$ cat config.mk
export PLATFORM = sky130hd
export DESIGN_NAME = f5_sweep_ctrl
export DESIGN_NICKNAME = d
export VERILOG_FILES = /design/src/rtl/f5_pkg.sv /design/src/rtl/f5_settle_cnt.sv /design/src/rtl/f5_sweep_ctrl.sv
export SDC_FILE = /design/constraint.sdc
export NUM_CORES = 1
export LEC_CHECK = 0
export CORE_MARGIN = 4
export CORE_UTILIZATION = 50
export DETAILED_ROUTE_END_ITERATION = 10
export GPL_TIMING_DRIVEN = 0
export PLACE_DENSITY = 0.74
export REMOVE_ABC_BUFFERS = 1
export SYNTH_ARGS = -nofsm -noshare
export SYNTH_HDL_FRONTEND = slang
export SYNTH_HIERARCHICAL = 1
export SYNTH_SLANG_ARGS = --single-unit
$ cat constraint.sdc
create_clock -name clk -period 2.95 [get_ports clk]
set_input_delay 0.7375 -clock clk [delete_from_list [all_inputs] [get_ports clk]]
set_output_delay 0.7375 -clock clk [all_outputs]
set_load 0.02 [all_outputs]
$ cat src/rtl/f5_pkg.sv
`default_nettype none
// ============================================================
// f5_pkg : shared types and defaults for the f5 sweep checker
// Rev 1.0
// ============================================================
package f5_pkg;

    typedef enum logic [2:0] {
        ST_IDLE   = 3'd0,
        ST_DRIVE  = 3'd1,
        ST_WAIT   = 3'd2,
        ST_SAMPLE = 3'd3,
        ST_DONE   = 3'd4
    } state_t;

    localparam logic [3:0] TRUTH_DEFAULT  = 4'b0010;
    localparam int         SETTLE_DEFAULT = 1;
    localparam int         SETTLE_MAX     = 15;

    // Mismatch count tops out at the number of minterms.
    function automatic logic [2:0] sat_inc3(input logic [2:0] v);
        return (v >= 3'd4) ? v : v + 3'd1;
    endfunction

endpackage
`default_nettype wire

$ cat src/rtl/f5_settle_cnt.sv
`default_nettype none
// ============================================================
// f5_settle_cnt : 4-bit load/decrement settle timer
// Rev 1.0
// ============================================================
module f5_settle_cnt (
    input  logic       clk,
    input  logic       rst_n,
    input  logic       load,
    input  logic [3:0] load_val,
    input  logic       dec,
    output logic       is_one
);

    logic [3:0] cnt_q;
    logic [3:0] cnt_d;

    always_comb begin
        cnt_d = cnt_q;
        if (load) begin
            cnt_d = load_val;
        end else if (dec && (cnt_q != 4'd0)) begin
            cnt_d = cnt_q - 4'd1;
        end
    end

    always_ff @(posedge clk or negedge rst_n) begin
        if (!rst_n) begin
            cnt_q <= 4'd0;
        end else begin
            cnt_q <= cnt_d;
        end
    end

    assign is_one = (cnt_q == 4'd1);

endmodule
`default_nettype wire

$ cat src/rtl/f5_sweep_ctrl.sv
`default_nettype none
// ============================================================
// f5_sweep_ctrl : sweeps all four (x,y) minterms, compares two
//                 implementations against a truth table
// Rev 1.0
// ============================================================
module f5_sweep_ctrl
    import f5_pkg::*;
#(
    parameter logic [3:0] TRUTH  = TRUTH_DEFAULT,
    parameter int         SETTLE = SETTLE_DEFAULT
) (
    input  logic       clk,
    input  logic       rst_n,
    input  logic       start,
    input  logic       a_in,
    input  logic       b_in,
    output logic       x,
    output logic       y,
    output logic       busy,
    output logic       done,
    output logic       pass,
    output logic [2:0] err_cnt,
    output logic [1:0] first_fail,
    output logic [3:0] result_vec
);

    localparam logic [3:0] C_SETTLE = SETTLE[3:0];

    state_t     state_q, state_d;
    logic [1:0] m_q, m_d;
    logic       x_q, x_d;
    logic       y_q, y_d;
    logic       busy_q, busy_d;
    logic       done_q, done_d;
    logic       pass_q, pass_d;
    logic [2:0] err_cnt_q, err_cnt_d;
    logic [1:0] first_fail_q, first_fail_d;
    logic [3:0] result_vec_q, result_vec_d;

    logic w_cnt_load;
    logic w_cnt_dec;
    logic w_cnt_is_one;
    logic w_mismatch;

    f5_settle_cnt u_settle_cnt (
        .clk      (clk),
        .rst_n    (rst_n),
        .load     (w_cnt_load),
        .load_val (C_SETTLE),
        .dec      (w_cnt_dec),
        .is_one   (w_cnt_is_one)
    );

    assign w_mismatch = (a_in != b_in) || (a_in != TRUTH[m_q]);

    always_comb begin
        state_d      = state_q;
        m_d          = m_q;
        x_d          = x_q;
        y_d          = y_q;
        busy_d       = busy_q;
        done_d       = 1'b0;
        pass_d       = pass_q;
        err_cnt_d    = err_cnt_q;
        first_fail_d = first_fail_q;
        result_vec_d = result_vec_q;
        w_cnt_load   = 1'b0;
        w_cnt_dec    = 1'b0;

        case (state_q)
            ST_IDLE: begin
                x_d = 1'b0;
                y_d = 1'b0;
                if (start) begin
                    state_d      = ST_DRIVE;
                    m_d          = 2'd0;
                    err_cnt_d    = 3'd0;
                    first_fail_d = 2'd0;
                    result_vec_d = 4'd0;
                    pass_d       = 1'b0;
                    busy_d       = 1'b1;
                end
            end
            ST_DRIVE: begin
                x_d        = m_q[1];
                y_d        = m_q[0];
                w_cnt_load = 1'b1;
                state_d    = (C_SETTLE != 4'd0) ? ST_WAIT : ST_SAMPLE;
            end
            ST_WAIT: begin
                w_cnt_dec = 1'b1;
                if (w_cnt_is_one) begin
                    state_d = ST_SAMPLE;
                end
            end
            ST_SAMPLE: begin
                result_vec_d[m_q] = a_in;
                if (w_mismatch) begin
                    err_cnt_d = sat_inc3(err_cnt_q);
                    if (err_cnt_q == 3'd0) begin
                        first_fail_d = m_q;
                    end
                end
                // Operands drop to zero on the way into DONE.
                if (m_q == 2'd3) begin
                    state_d = ST_DONE;
                    x_d     = 1'b0;
                    y_d     = 1'b0;
                end else begin
                    m_d     = m_q + 2'd1;
                    state_d = ST_DRIVE;
                end
            end
            ST_DONE: begin
                done_d  = 1'b1;
                busy_d  = 1'b0;
                pass_d  = (err_cnt_q == 3'd0);
                x_d     = 1'b0;
                y_d     = 1'b0;
                state_d = ST_IDLE;
            end
            default: begin
                state_d = ST_IDLE;
            end
        endcase
    end

    always_ff @(posedge clk or negedge rst_n) begin
        if (!rst_n) begin
            state_q      <= ST_IDLE;
            m_q          <= 2'd0;
            x_q          <= 1'b0;
            y_q          <= 1'b0;
            busy_q       <= 1'b0;
            done_q       <= 1'b0;
            pass_q       <= 1'b0;
            err_cnt_q    <= 3'd0;
            first_fail_q <= 2'd0;
            result_vec_q <= 4'd0;
        end else begin
            state_q      <= state_d;
            m_q          <= m_d;
            x_q          <= x_d;
            y_q          <= y_d;
            busy_q       <= busy_d;
            done_q       <= done_d;
            pass_q       <= pass_d;
            err_cnt_q    <= err_cnt_d;
            first_fail_q <= first_fail_d;
            result_vec_q <= result_vec_d;
        end
    end

    assign x          = x_q;
    assign y          = y_q;
    assign busy       = busy_q;
    assign done       = done_q;
    assign pass       = pass_q;
    assign err_cnt    = err_cnt_q;
    assign first_fail = first_fail_q;
    assign result_vec = result_vec_q;

endmodule
`default_nettype wire
# Word level (Yosys, flattened, before mapping)
# Index checks and enable logic that the tools add are counted.
# word_totals
register_bits	23
input_bits	5
out_inout_bits	14
# op_classes
add_sub_neg	3
magnitude_cmp	3
eq_ne	15
mux	33
n_reduce_logical	18
# op_table
operator	n
3-bit two-way mux	6
4-bit two-way mux	3
2-bit inequality test, second input constant	6
3-bit case mux with 4 select lines	1
1-bit two-way mux	8
2-bit two-way mux	4
2-bit case mux with 2 select lines	2
4-bit case mux with 2 select lines	1
2-bit AND reduction	4
4-bit AND reduction	2
3-bit by 2-bit equality test with 1-bit output, second input constant	2
3-bit logical NOT	2
1-bit case mux with 3 select lines	2
3-bit case mux with 2 select lines	1
2-bit nonzero test	3
4-bit bitwise mux	1
4-bit by 1-bit equality test with 1-bit output, second input constant	1
1-bit case mux with 2 select lines	2
4-bit nonzero test	1
4-bit by 1-bit subtractor with 4-bit output, second input constant	1
3-bit by 1-bit adder with 3-bit output, second input constant	1
3-bit by 1-bit equality test with 1-bit output, second input constant	1
3-bit equality test, second input constant	1
3-bit greater-or-equal comparator, second input constant	1
13 further kinds	15

# Depth between registers and ports, before layout
# Gate-level depths: netlist of the first run.
# depth
depth_word	6
mapped_depth	7
depth_no_buf	7

# Cells and area by module
# The synthesis of the first run kept the hierarchy.
# modules_own_cells
module	n_inst	cells_each	area_per_inst_um2
f5_sweep_ctrl	1	104	1008.5
f5_settle_cnt	1	29	282.8

# Worst setup path before layout of the first run
# OpenSTA, ideal clock, no wires.
# synth_timing
kind	reg-to-reg
start	reg state_q[1]
end	reg u_settle_cnt.cnt_q[3]
setup_time_ns	0.126
t_arrival_ns	1.686
required_time_ns	2.824
setup_slack_ns	1.138
path_stages_with_launch	6
n_path_buf	1
synth_period_minus_slack_ns	1.812
cell_sequence	dfrtp_1 buf_2 nor3b_1 nor4b_2 nor3b_1 a221o_1
# synth_between
elab_chain_len	4
# synth_rtl
item	line	source
start: declaration	f5_sweep_ctrl.sv:30	state_t state_q, state_d;
start signal: assignment	f5_sweep_ctrl.sv:142	state_q <= state_d;
3-bit by 2-bit equality test with 1-bit output	f5_sweep_ctrl.sv:71	case (state_q)
1-bit two-way mux	f5_sweep_ctrl.sv:71	
via w_cnt_dec	f5_sweep_ctrl.sv:42	logic w_cnt_dec;
1-bit logical AND	f5_settle_cnt.sv:22	end else if (dec && (cnt_q != 4'd0)) begin
2-bit nonzero test (no source line)	-	
end signal: assignment	f5_settle_cnt.sv:31	cnt_q <= cnt_d;
end: declaration	f5_settle_cnt.sv:15	logic [3:0] cnt_q;
# The timed path passes the listed nets, and every way through them passes these cells.
# A chain may end at the register's enable or synchronous reset.

# Final worst setup path of the first run
# layout_timing
start	reg state_q[0]
end	reg u_settle_cnt.cnt_q[3]
# layout_rtl
item	line	source
3-bit by 1-bit equality test with 1-bit output *	f5_sweep_ctrl.sv:71	
1-bit two-way mux *	f5_sweep_ctrl.sv:71	
via w_cnt_load	f5_sweep_ctrl.sv:41	logic w_cnt_load;
4-bit two-way mux or 2-bit nonzero test (tied branches)	-	
# Mark *: on every way through the listed nets, which the timed path passes. The rest lies on a longest branch.

==> results of run 1 <==
[final cells by class]
type                       instances  area share (%)
multi-input combinational         99            43.9
sequential                        23            37.9
timing repair buffer              18            11.9
tap                               30            2.47
inverter                           8            1.98
clock buffer                       3            1.48
clock inverter                     1           0.494
[worst max-delay path: stages, from the launching register on]
cell and delay, ns:
dfrtp_1 0.66, nor3b_1 1.00, nor3_1 0.12, a221o_1 0.36
[metrics by stage]
step           cell area, um2  cells  total power, W
6_report                 1520    182         0.00139
5_1_grt                  1520    182         0.00152
3_5_place_dp             1490    178         0.00125
3_3_place_gp             1490    178         0.00122
4_1_cts                  1520    182         0.00141
2_1_floorplan            1270    130         0.00102
[power breakdown]
group | total, W | internal (W) | leakage (nW) | switching [W]
sequential | 0.000562 | 0.000418 | 0.299 | 0.000144
combinational | 0.000683 | 0.000316 | 0.377 | 0.000367
clock | 0.000150 | 0.0000516 | 0.0139 | 0.0000982
total | 0.00139 | 0.000786 | 0.690 | 0.000609
[synthesized netlist by cell type (3+ instances only)]
library cell	instances	area share [%]
a32oi_1	3	2.0
inv_1	8	2.3
a22o_1	3	2.0
a31oi_1	4	1.9
nor3b_1	5	2.9
buf_2	3	1.2
nand3_1	6	2.3
o21ai_0	4	1.6
ha_1	9	8.7
o31ai_1	3	1.7
nand2_1	17	4.9
o21ai_1	4	1.6
a21oi_1	4	1.6
dfrtp_1	23	45
nor2_1	9	2.6
[kinds of logic after synthesis]
logic type	count (synthesis)	synth area share, %
DFF	23	44.6
buffers and inverters	13	4.36
muxes	3	2.42
and+or+nand+nor	49	21.2
adders and majority gates	9	8.72
xor gates and xnor gates	2	1.36
other	2	0.582
AOI/OAI and AO/OA	32	16.8
[sequential cells by signal, summed over array words and instances, names as in the netlist]
name	cells
done	1
err_cnt	3
x	1
first_fail	2
u_settle_cnt/cnt_q	4
state_q	3
result_vec	4
busy	1
m_q	2
y	1
pass	1
[worst max-delay path by stage]
stage	startpoint	to	slack, ns	cells past startpoint
2_1_floorplan	state_q[0]	u_settle_cnt/cnt_q[3]	1.12	3
5_1_grt	state_q[0]	u_settle_cnt/cnt_q[0]	0.50	4
6_report	state_q[0]	u_settle_cnt/cnt_q[3]	0.70	3
4_1_cts	state_q[0]	u_settle_cnt/cnt_q[3]	0.75	3
3_5_place_dp	a_in	err_cnt[0]	0.63	6
3_3_place_gp	a_in	first_fail[1]	0.67	6
[layer usage]
layer / track usage [%] / up-vias / share of wire (%) / routed length (um)
met4: 6.80 / 0 / 0.56 / 14
met1: 21.8 / 488 / 47 / 1180
met3: 1.97 / 2 / 2.9 / 72
met2: 27.3 / 13 / 49 / 1220
li1: - / 510 / - / -
met5: 0 / - / 0 / 0
==> results.yml, run 1 <==
drt:
  postRouteWirelength_um: 2480
  route.detailed.vias_per_inst: 5.57
  vias: 1013
  detailedRoute.firstPassIterationCount: 4
  drt_iter0_markers: 26
  drcViolationCount: 0
  route.detailed.wl_per_inst_um: 13.6
  drt.antenna.violating_nets: 0
worst_setup_path:
  r2r_cells: 3
  worst_r2r_endpoint: "u_settle_cnt/cnt_q[3]"
  worst_flop_to_flop_path_startpoint: "state_q[0]"
  cp-start-kind: "flop"
  worst-endpoint-arrival_ns: 2.46
  required_ns: 3.15
  criticalPathCategory: "reg -> reg"
  critPathMaxFanout: 15
  timing.critical_path.to_type: "flop"
  r2r_setup_slack_ns: 0.70
cts:
  cts_htree_levels: 1
  tritoncts_num_sinks: 23
  clkLatencyLatePin_ns: 0.31
  post_cts.repair.setup_buffers: 0
  maximum_count_of_clock_buffers_along_a_single_path: 2
  tritoncts_clock_tree: "done"
  clk_root_buffer_cell: "clkbuf_4"
  cts-resized-gates: 0
  number_of_buffers_added_by_the_clock_tree_synthesis_step: 3
  path_clk_slew_ns: 0.14
  cts_hold_buffers: 0
outcome:
  status: "complete, no violations"
die:
  width_of_the_die_um: 58.8
  start_util_pct: 52.1
  fp.dieH_um: 58.8
  std_cell_rows: 18
  num_io_pins: 19
  core_um2: 2480
  die_area_um2: 3460
grt:
  via_count_of_the_first_global_routing_pass: 997
  globalRoute.totalOverflow: 0
  global_route_wire_length_before_repair_um: 4400
  overall_global_routing_usage_pct: 16.5
  pin_count_of_the_biggest_net_entering_global_routing: 24
  antenna_found_initial: 0
worst_hold_path:
  hp-start: "busy"
  holdPathEnd: "busy"
  worstHoldPathCells: 1
  hp-class: "reg -> reg"
sta:
  min_period_over_period_pct: 76.4
  final_max_slew_viol_count: 0
  timing.slew.headroom_pct: 21.3
  worst-slew-pin-transition_ns: 1.18
  worst_clock_skew_ns: 0.0112
  setup-violations-final: 0
  fmax_mhz: 444
  post-route-worst-setup-slack_ns: 0.696
  worst_hold_slack_ns: 0.506
  final.setup.tns_ns: 0
  unrepaired_setup_endpoints_after_global_routing: "no"
  finalWorstPathRequiredPeriod_ns: 2.25
  final_hold_fails: 0
placement:
  place.gp.congestion: 0.788
  pre_cts_ws_ns: 0.634
  numPortBuffers: 18
  place_hpwl_um: 1890
synth:
  syn-cell-area_um2: 1290
  synth_area_per_cell_um2: 9.71
  yosysUniqueCellTypes: 39
  yosys_warnings: 6
  synthesis.instances: 133
  ys_seq_elements: 23
  synth-edff-count: 0
  sequential_cell_area_fraction_in_the_yosys_report_pct: 44.6
  ys_async_rst_share_pct: 100
  synth-main-ff-cell: "dfrtp_1"
cells_and_area:
  design.final.nets: 167
  final_common_cell: "dfrtp_1"
  mostFrequentLayoutCells: "23 x dfrtp_1, 18 x clkdlybuf4s50_1, 17 x nand2_1, 9 x nor2_1, 9 x ha_1"
  multi_input_area_um2: 667
  area_growth_syn_to_layout_pct: 17.7
  filler_cell_count: 227
  ff_latch_area_um2: 576
  drive_above_1_share_pct: 5.92
  diodes: 0
  final_core_utilization_pct: 61.4
power_and_ir_drop:
  vdd_drop_max_mv: 0.520
  power.leakage_nw: 0.690
  power_density_nw_per_um2: 918
flow_run:
  max_cap_violations: 0
Note: power is estimated with default switching activity, not from simulation.
==> run 2: changes to the inputs <==
Settings changed: CORE_UTILIZATION 50 to 48, PLACE_DENSITY 0.74 to 0.75.
Clock period 2.95 ns to 1.9 ns, I/O delays scaled along.
==> results.yml, run 2 (same netlist as run 1, synthesis figures left out) <==
worst_setup_path:
  criticalPathCategory: "reg -> out"
  crit_path_top_delay_cell: "clkdlybuf4s50_1"
  maximum_cell_stage_delay_along_the_critical_path_ns: 0.63
  timing.critical_path.to_type: "primary output"
  required_ns: 1.42
  timing.critical_path.buf_inv: 1
  critical_path_stages: 1
  timing.critical_path.max_delay_family: "buffers and inverters"
  worst_flop_to_flop_path_startpoint: "state_q[2]"
  worst_r2r_endpoint: "u_settle_cnt/cnt_q[3]"
  critPathMaxFanout: 4
  cp-start-kind: "flop"
  r2r_setup_slack_ns: 0.13
  r2r_cells: 4
  worst-endpoint-arrival_ns: 1.37
  crit_path_cell_trace: "clkdlybuf4s50_1"
cts:
  clk_root_buffer_cell: "clkbuf_4"
  clkLatencyLatePin_ns: 0.31
  tritoncts_clock_tree: "done"
  post_cts.repair.setup_buffers: 0
  cts_hold_buffers: 0
  tritoncts_num_sinks: 23
  path_clk_slew_ns: 0.14
  maximum_count_of_clock_buffers_along_a_single_path: 2
  number_of_buffers_added_by_the_clock_tree_synthesis_step: 3
  cts_htree_levels: 1
grt:
  via_count_of_the_first_global_routing_pass: 1015
  antenna_found_initial: 0
  globalRoute.totalOverflow: 0
  pin_count_of_the_biggest_net_entering_global_routing: 24
  overall_global_routing_usage_pct: 16.5
  global_route_wire_length_before_repair_um: 4590
sta:
  final_max_slew_viol_count: 0
  setup-violations-final: 0
  unrepaired_setup_endpoints_after_global_routing: "no"
  worst_clock_skew_ns: 0.0192
  finalWorstPathRequiredPeriod_ns: 1.85
  min_period_over_period_pct: 97.3
  post-route-worst-setup-slack_ns: 0.0504
  fmax_mhz: 541
  final_hold_fails: 0
  timing.slew.headroom_pct: 32.1
  worst-slew-pin-transition_ns: 1.01
power_and_ir_drop:
  power.leakage_nw: 0.698
  power_density_nw_per_um2: 1430
  vdd_drop_max_mv: 0.818
cells_and_area:
  drive_above_1_share_pct: 8.55
  area_growth_syn_to_layout_pct: 19.5
  filler_cell_count: 229
  ff_latch_area_um2: 577
  diodes: 0
  design.final.nets: 167
  mostFrequentLayoutCells: "22 x dfrtp_1, 18 x clkdlybuf4s50_1, 17 x nand2_1, 9 x nor2_1, 9 x ha_1"
  multi_input_area_um2: 691
  post_layout_nonfiller_instances: 182
  final_common_cell: "dfrtp_1"
drt:
  detailedRoute.firstPassIterationCount: 4
  vias: 1035
  postRouteWirelength_um: 2580
  drt.antenna.violating_nets: 0
  drt_iter0_markers: 79
  route.detailed.vias_per_inst: 5.69
  drcViolationCount: 0
  route.detailed.wl_per_inst_um: 14.2
placement:
  place_hpwl_um: 1910
  pre_cts_ws_ns: -0.244
  numPortBuffers: 18
  place.detailed.instances: 178
  place.gp.congestion: 0.855
worst_hold_path:
  hp-start: "busy"
  worstHoldPathCells: 1
  holdPathEnd: "busy"
  hp-class: "reg -> reg"
die:
  fp.dieH_um: 59.9
  die_area_um2: 3580
  core_um2: 2520
  start_util_pct: 51.2
  std_cell_rows: 18
  width_of_the_die_um: 59.9
  num_io_pins: 19
outcome:
  status: "complete, no violations"
flow_run:
  max_cap_violations: 0
==> run 2: cell count changes in the layout (fill, tap and decap cells not counted), sizes merged <==
cell      change
clkinvlp      -1
clkinv        +1
==> run 2: power breakdown <==
part | switching (W) | leakage, nW | total, W | internal [W]
combinational | 0.000575 | 0.383 | 0.00109 | 0.000517
clock | 0.000147 | 0.0177 | 0.000225 | 0.0000785
sequential | 0.000241 | 0.298 | 0.000893 | 0.000652
==> run 2: through the flow <==
stage,area (um2),hold WS [ns],power (W),util [%],setup TNS [ns]
2_1_floorplan,1270,0.179,0.00158,-,0
3_3_place_gp,1490,0.461,0.00190,59.1,-0.686
3_5_place_dp,1490,0.477,0.00195,59.1,-0.933
4_1_cts,1530,0.507,0.00219,60.6,0
5_1_grt,1540,0.531,0.00240,61.2,0
6_report,1540,0.509,0.00221,61.2,0
==> run 2: how the worst max path moves through the flow <==
stage,end,slack [ns],startpoint
6_report,err_cnt[0],0.05,err_cnt[0]
5_1_grt,err_cnt[0],0.002,err_cnt[0]
4_1_cts,err_cnt[0],0.06,err_cnt[0]
3_5_place_dp,u_settle_cnt/cnt_q[0],-0.24,state_q[0]
3_3_place_gp,u_settle_cnt/cnt_q[3],-0.20,state_q[0]
2_1_floorplan,u_settle_cnt/cnt_q[3],0.07,state_q[0]
==> run 2: metal layers <==
layer / vias up / wire length (um) / GRT usage, % / part of all wire [%]
met4: 0 / 13 / 4.75 / 0.50
met5: - / 0 / 0 / 0
met1: 507 / 1220 / 22.1 / 47
li1: 506 / - / - / -
met2: 20 / 1260 / 27.9 / 49
met3: 2 / 88 / 1.94 / 3.4
==> run 2: what timing repair did <==
action,in CTS,in global routing
setup endpoints to repair,3,6
pin swaps,0,0
gates resized for setup,3,3
==> run 2: area by class of cell <==
class	instances	share of cell area, %
timing repair buffer	18	11.7
multi-input combinational	99	44.8
sequential	23	37.4
tap	30	2.43
clock inverter	1	0.324
inverter	8	1.95
clock buffer	3	1.46
==> RTL change, RTL diff (settings of run 1) <==
Put one more register stage on the output `done`. The value now appears one clock later. The other outputs are not delayed to match.
--- a/src/rtl/f5_sweep_ctrl.sv
+++ b/src/rtl/f5_sweep_ctrl.sv
@@ -155,7 +155,9 @@
     assign x          = x_q;
     assign y          = y_q;
     assign busy       = busy_q;
-    assign done       = done_q;
+    always_ff @(posedge clk) begin
+        done <= done_q;
+    end
     assign pass       = pass_q;
     assign err_cnt    = err_cnt_q;
     assign first_fail = first_fail_q;
Behaviour: same outputs for any inputs over 10 cycles, from zero or initial values and one cycle with rst_n low; that may be too few to reach the edited logic, so the function may still have changed.
==> RTL change against run 1 <==
Routed wire length down 3.1%; total power up 12%; setup slack better by 0.12 ns; worst hold slack worse by 0.15 ns; combinational power up 7.9%; final area up 0.91%; area after synthesis about the same; non-clock buffer count unchanged; count of clock-buffer cells in the layout unchanged; sequential cell count up 1; fmax up 5.8%; global-route usage down 0.76 points; critical endpoint is now u_settle_cnt/cnt_q[0]; largest cell class unchanged; largest power group unchanged; highest routed layer unchanged.
==> RTL change: results (changes against run 1) <==
<table>
<tr><th>Metric</th><th>Value</th></tr>
<tr><th colspan="2">Placed design</th></tr>
<tr><td>Placed cell area</td><td>1481 sq um (-0.59%)</td></tr>
<tr><td>Weighted congestion at the end of routability-driven global placement</td><td>0.7393 (-6.2%)</td></tr>
<tr><td>Estimated wirelength of the detail-placed design</td><td>1721 um (-8.7%)</td></tr>
<tr><th colspan="2">GRT</th></tr>
<tr><td>Global-route wire length before repair</td><td>4153 um (-5.5%)</td></tr>
<tr><td>Met1 Track Usage GR</td><td>22.84% (+0.99 points)</td></tr>
<tr><td>Fraction of met3 tracks used by global routing</td><td>3.070% (+1.1 points)</td></tr>
<tr><td>GR Layer Usage met2</td><td>23.66% (-3.6 points)</td></tr>
<tr><td>Number of global-route vias before repair</td><td>875 (-12%)</td></tr>
<tr><th colspan="2">Setup path</th></tr>
<tr><td>Reg2reg start</td><td>state_q[0]</td></tr>
<tr><td>FF-to-FF End</td><td>u_settle_cnt/cnt_q[0]</td></tr>
<tr><td>Worst path arrival time</td><td>2.30 ns (-0.16 ns)</td></tr>
<tr><td>Worst Reg2Reg Path Length in Cells</td><td>4 (+1)</td></tr>
<tr><td>Worst-path maximum fanout</td><td>12 (-3)</td></tr>
<tr><td>Register-to-Register Setup Slack</td><td>0.82 ns (+0.12 ns)</td></tr>
<tr><th colspan="2">Min path</th></tr>
<tr><td>End point of the worst hold path</td><td>done</td></tr>
<tr><td>Hold Path Cell Cnt</td><td>0 (-1)</td></tr>
<tr><td>Min-delay src</td><td>done_q</td></tr>
<tr><th colspan="2">STA</th></tr>
<tr><td>Worst Tran Pin Value</td><td>1.170 ns (-0.007524 ns)</td></tr>
<tr><td>Worst clock skew on the final layout</td><td>0.001353 ns (-0.009857 ns)</td></tr>
<tr><th colspan="2">Pwr</th></tr>
<tr><td>Leakage</td><td>0.7356 nW (+6.6%)</td></tr>
<tr><td>Peak supply drop</td><td>0.7111 mV (+37%)</td></tr>
<tr><th colspan="2">Outcome</th></tr>
<tr><td>Run status</td><td>finished, final reports clean</td></tr>
<tr><th colspan="2">Cells and area</th></tr>
<tr><td>Fraction of final layout cells sized beyond drive strength 1</td><td>4.895% (-1.0 points)</td></tr>
<tr><td>Final nets</td><td>158 (-5.4%)</td></tr>
<tr><th colspan="2">Synthesis</th></tr>
<tr><td>Cell types with the highest counts after synthesis</td><td>sky130_fd_sc_hd__dfrtp_1 (23), sky130_fd_sc_hd__nand2_1 (18), sky130_fd_sc_hd__inv_1 (11)</td></tr>
<tr><td>Dominant cells by area after synthesis</td><td>sky130_fd_sc_hd__dfrtp_1 (45%), sky130_fd_sc_hd__ha_1 (8.7%), sky130_fd_sc_hd__mux2i_1 (5.4%), sky130_fd_sc_hd__nand2_1 (5.2%), sky130_fd_sc_hd__inv_1 (3.2%)</td></tr>
<tr><td>Register area share after synthesis</td><td>46.17% (+1.6 points)</td></tr>
<tr><th colspan="2">Routing</th></tr>
<tr><td>Routed Wire Length</td><td>2405 um (-3.1%)</td></tr>
</table>
[RTL change: cell type report]
class / instances / share of cell area [%]
tap: 30 / 2.447
sequential: 24 / 38.83
clock buffer: 3 / 1.468
clock inverter: 1 / 1.958
multi-input combinational: 86 / 40.86
timing repair buffer: 18 / 11.75
inverter: 11 / 2.692
[RTL change: stage by stage]
step                setup WS, ns  power [mW]  std cells  hold slack [ns]
floorplan                  1.201       1.066        121           0.3242
global placement          0.6714       1.294        169           0.3263
detailed placement        0.6343       1.335        169           0.3269
CTS                       0.8238       1.577        173           0.3594
global route              0.5863       1.696        173           0.3760
finish                    0.8189       1.566        173           0.3574
[RTL change: report_power, final]
group	switching [mW]	internal, mW
sequential	0.140	0.450
combinational	0.388	0.349
clock	0.102	0.137
total	0.630	0.936
[RTL change: metal layers]
layer / up-vias / wire [um]
li1: 466 / -
met1: 445 / 1165
met2: 20 / 1101
met3: 3 / 109
met4: 0 / 28
met5: - / 0
[RTL change: how the worst max path moves through the flow]
stage / slack, ns / startpoint / endpoint / depth (start not counted)
finish: 0.82 / state_q[0] / u_settle_cnt/cnt_q[0] / 4
global route: 0.59 / state_q[0] / u_settle_cnt/cnt_q[0] / 4
CTS: 0.82 / err_cnt[0] / err_cnt[0] / 1
detailed placement: 0.63 / start / pass / 4
global placement: 0.67 / start / pass / 4
floorplan: 1.20 / state_q[0] / u_settle_cnt/cnt_q[3] / 3
[RTL change: worst max-delay path: stages (launching register included)]
cell and delay, ns:
sky130_fd_sc_hd__dfrtp_1 0.58, sky130_fd_sc_hd__nor3b_1 0.98, sky130_fd_sc_hd__nor3b_1 0.13, sky130_fd_sc_hd__mux2i_1 0.17
sky130_fd_sc_hd__o311ai_1 0.11
[RTL change: cell families after synthesis]
kind of cell,after synthesis,share of synthesized area (%)
DFF,24,46.17
other,2,0.5822
and+or+nand+nor,41,19.01
buffers and inverters,17,5.819
xor gates and xnor gates,2,1.358
muxes,7,5.432
adders and majority gates,9,8.730
AOI/OAI and AO/OA,23,12.90
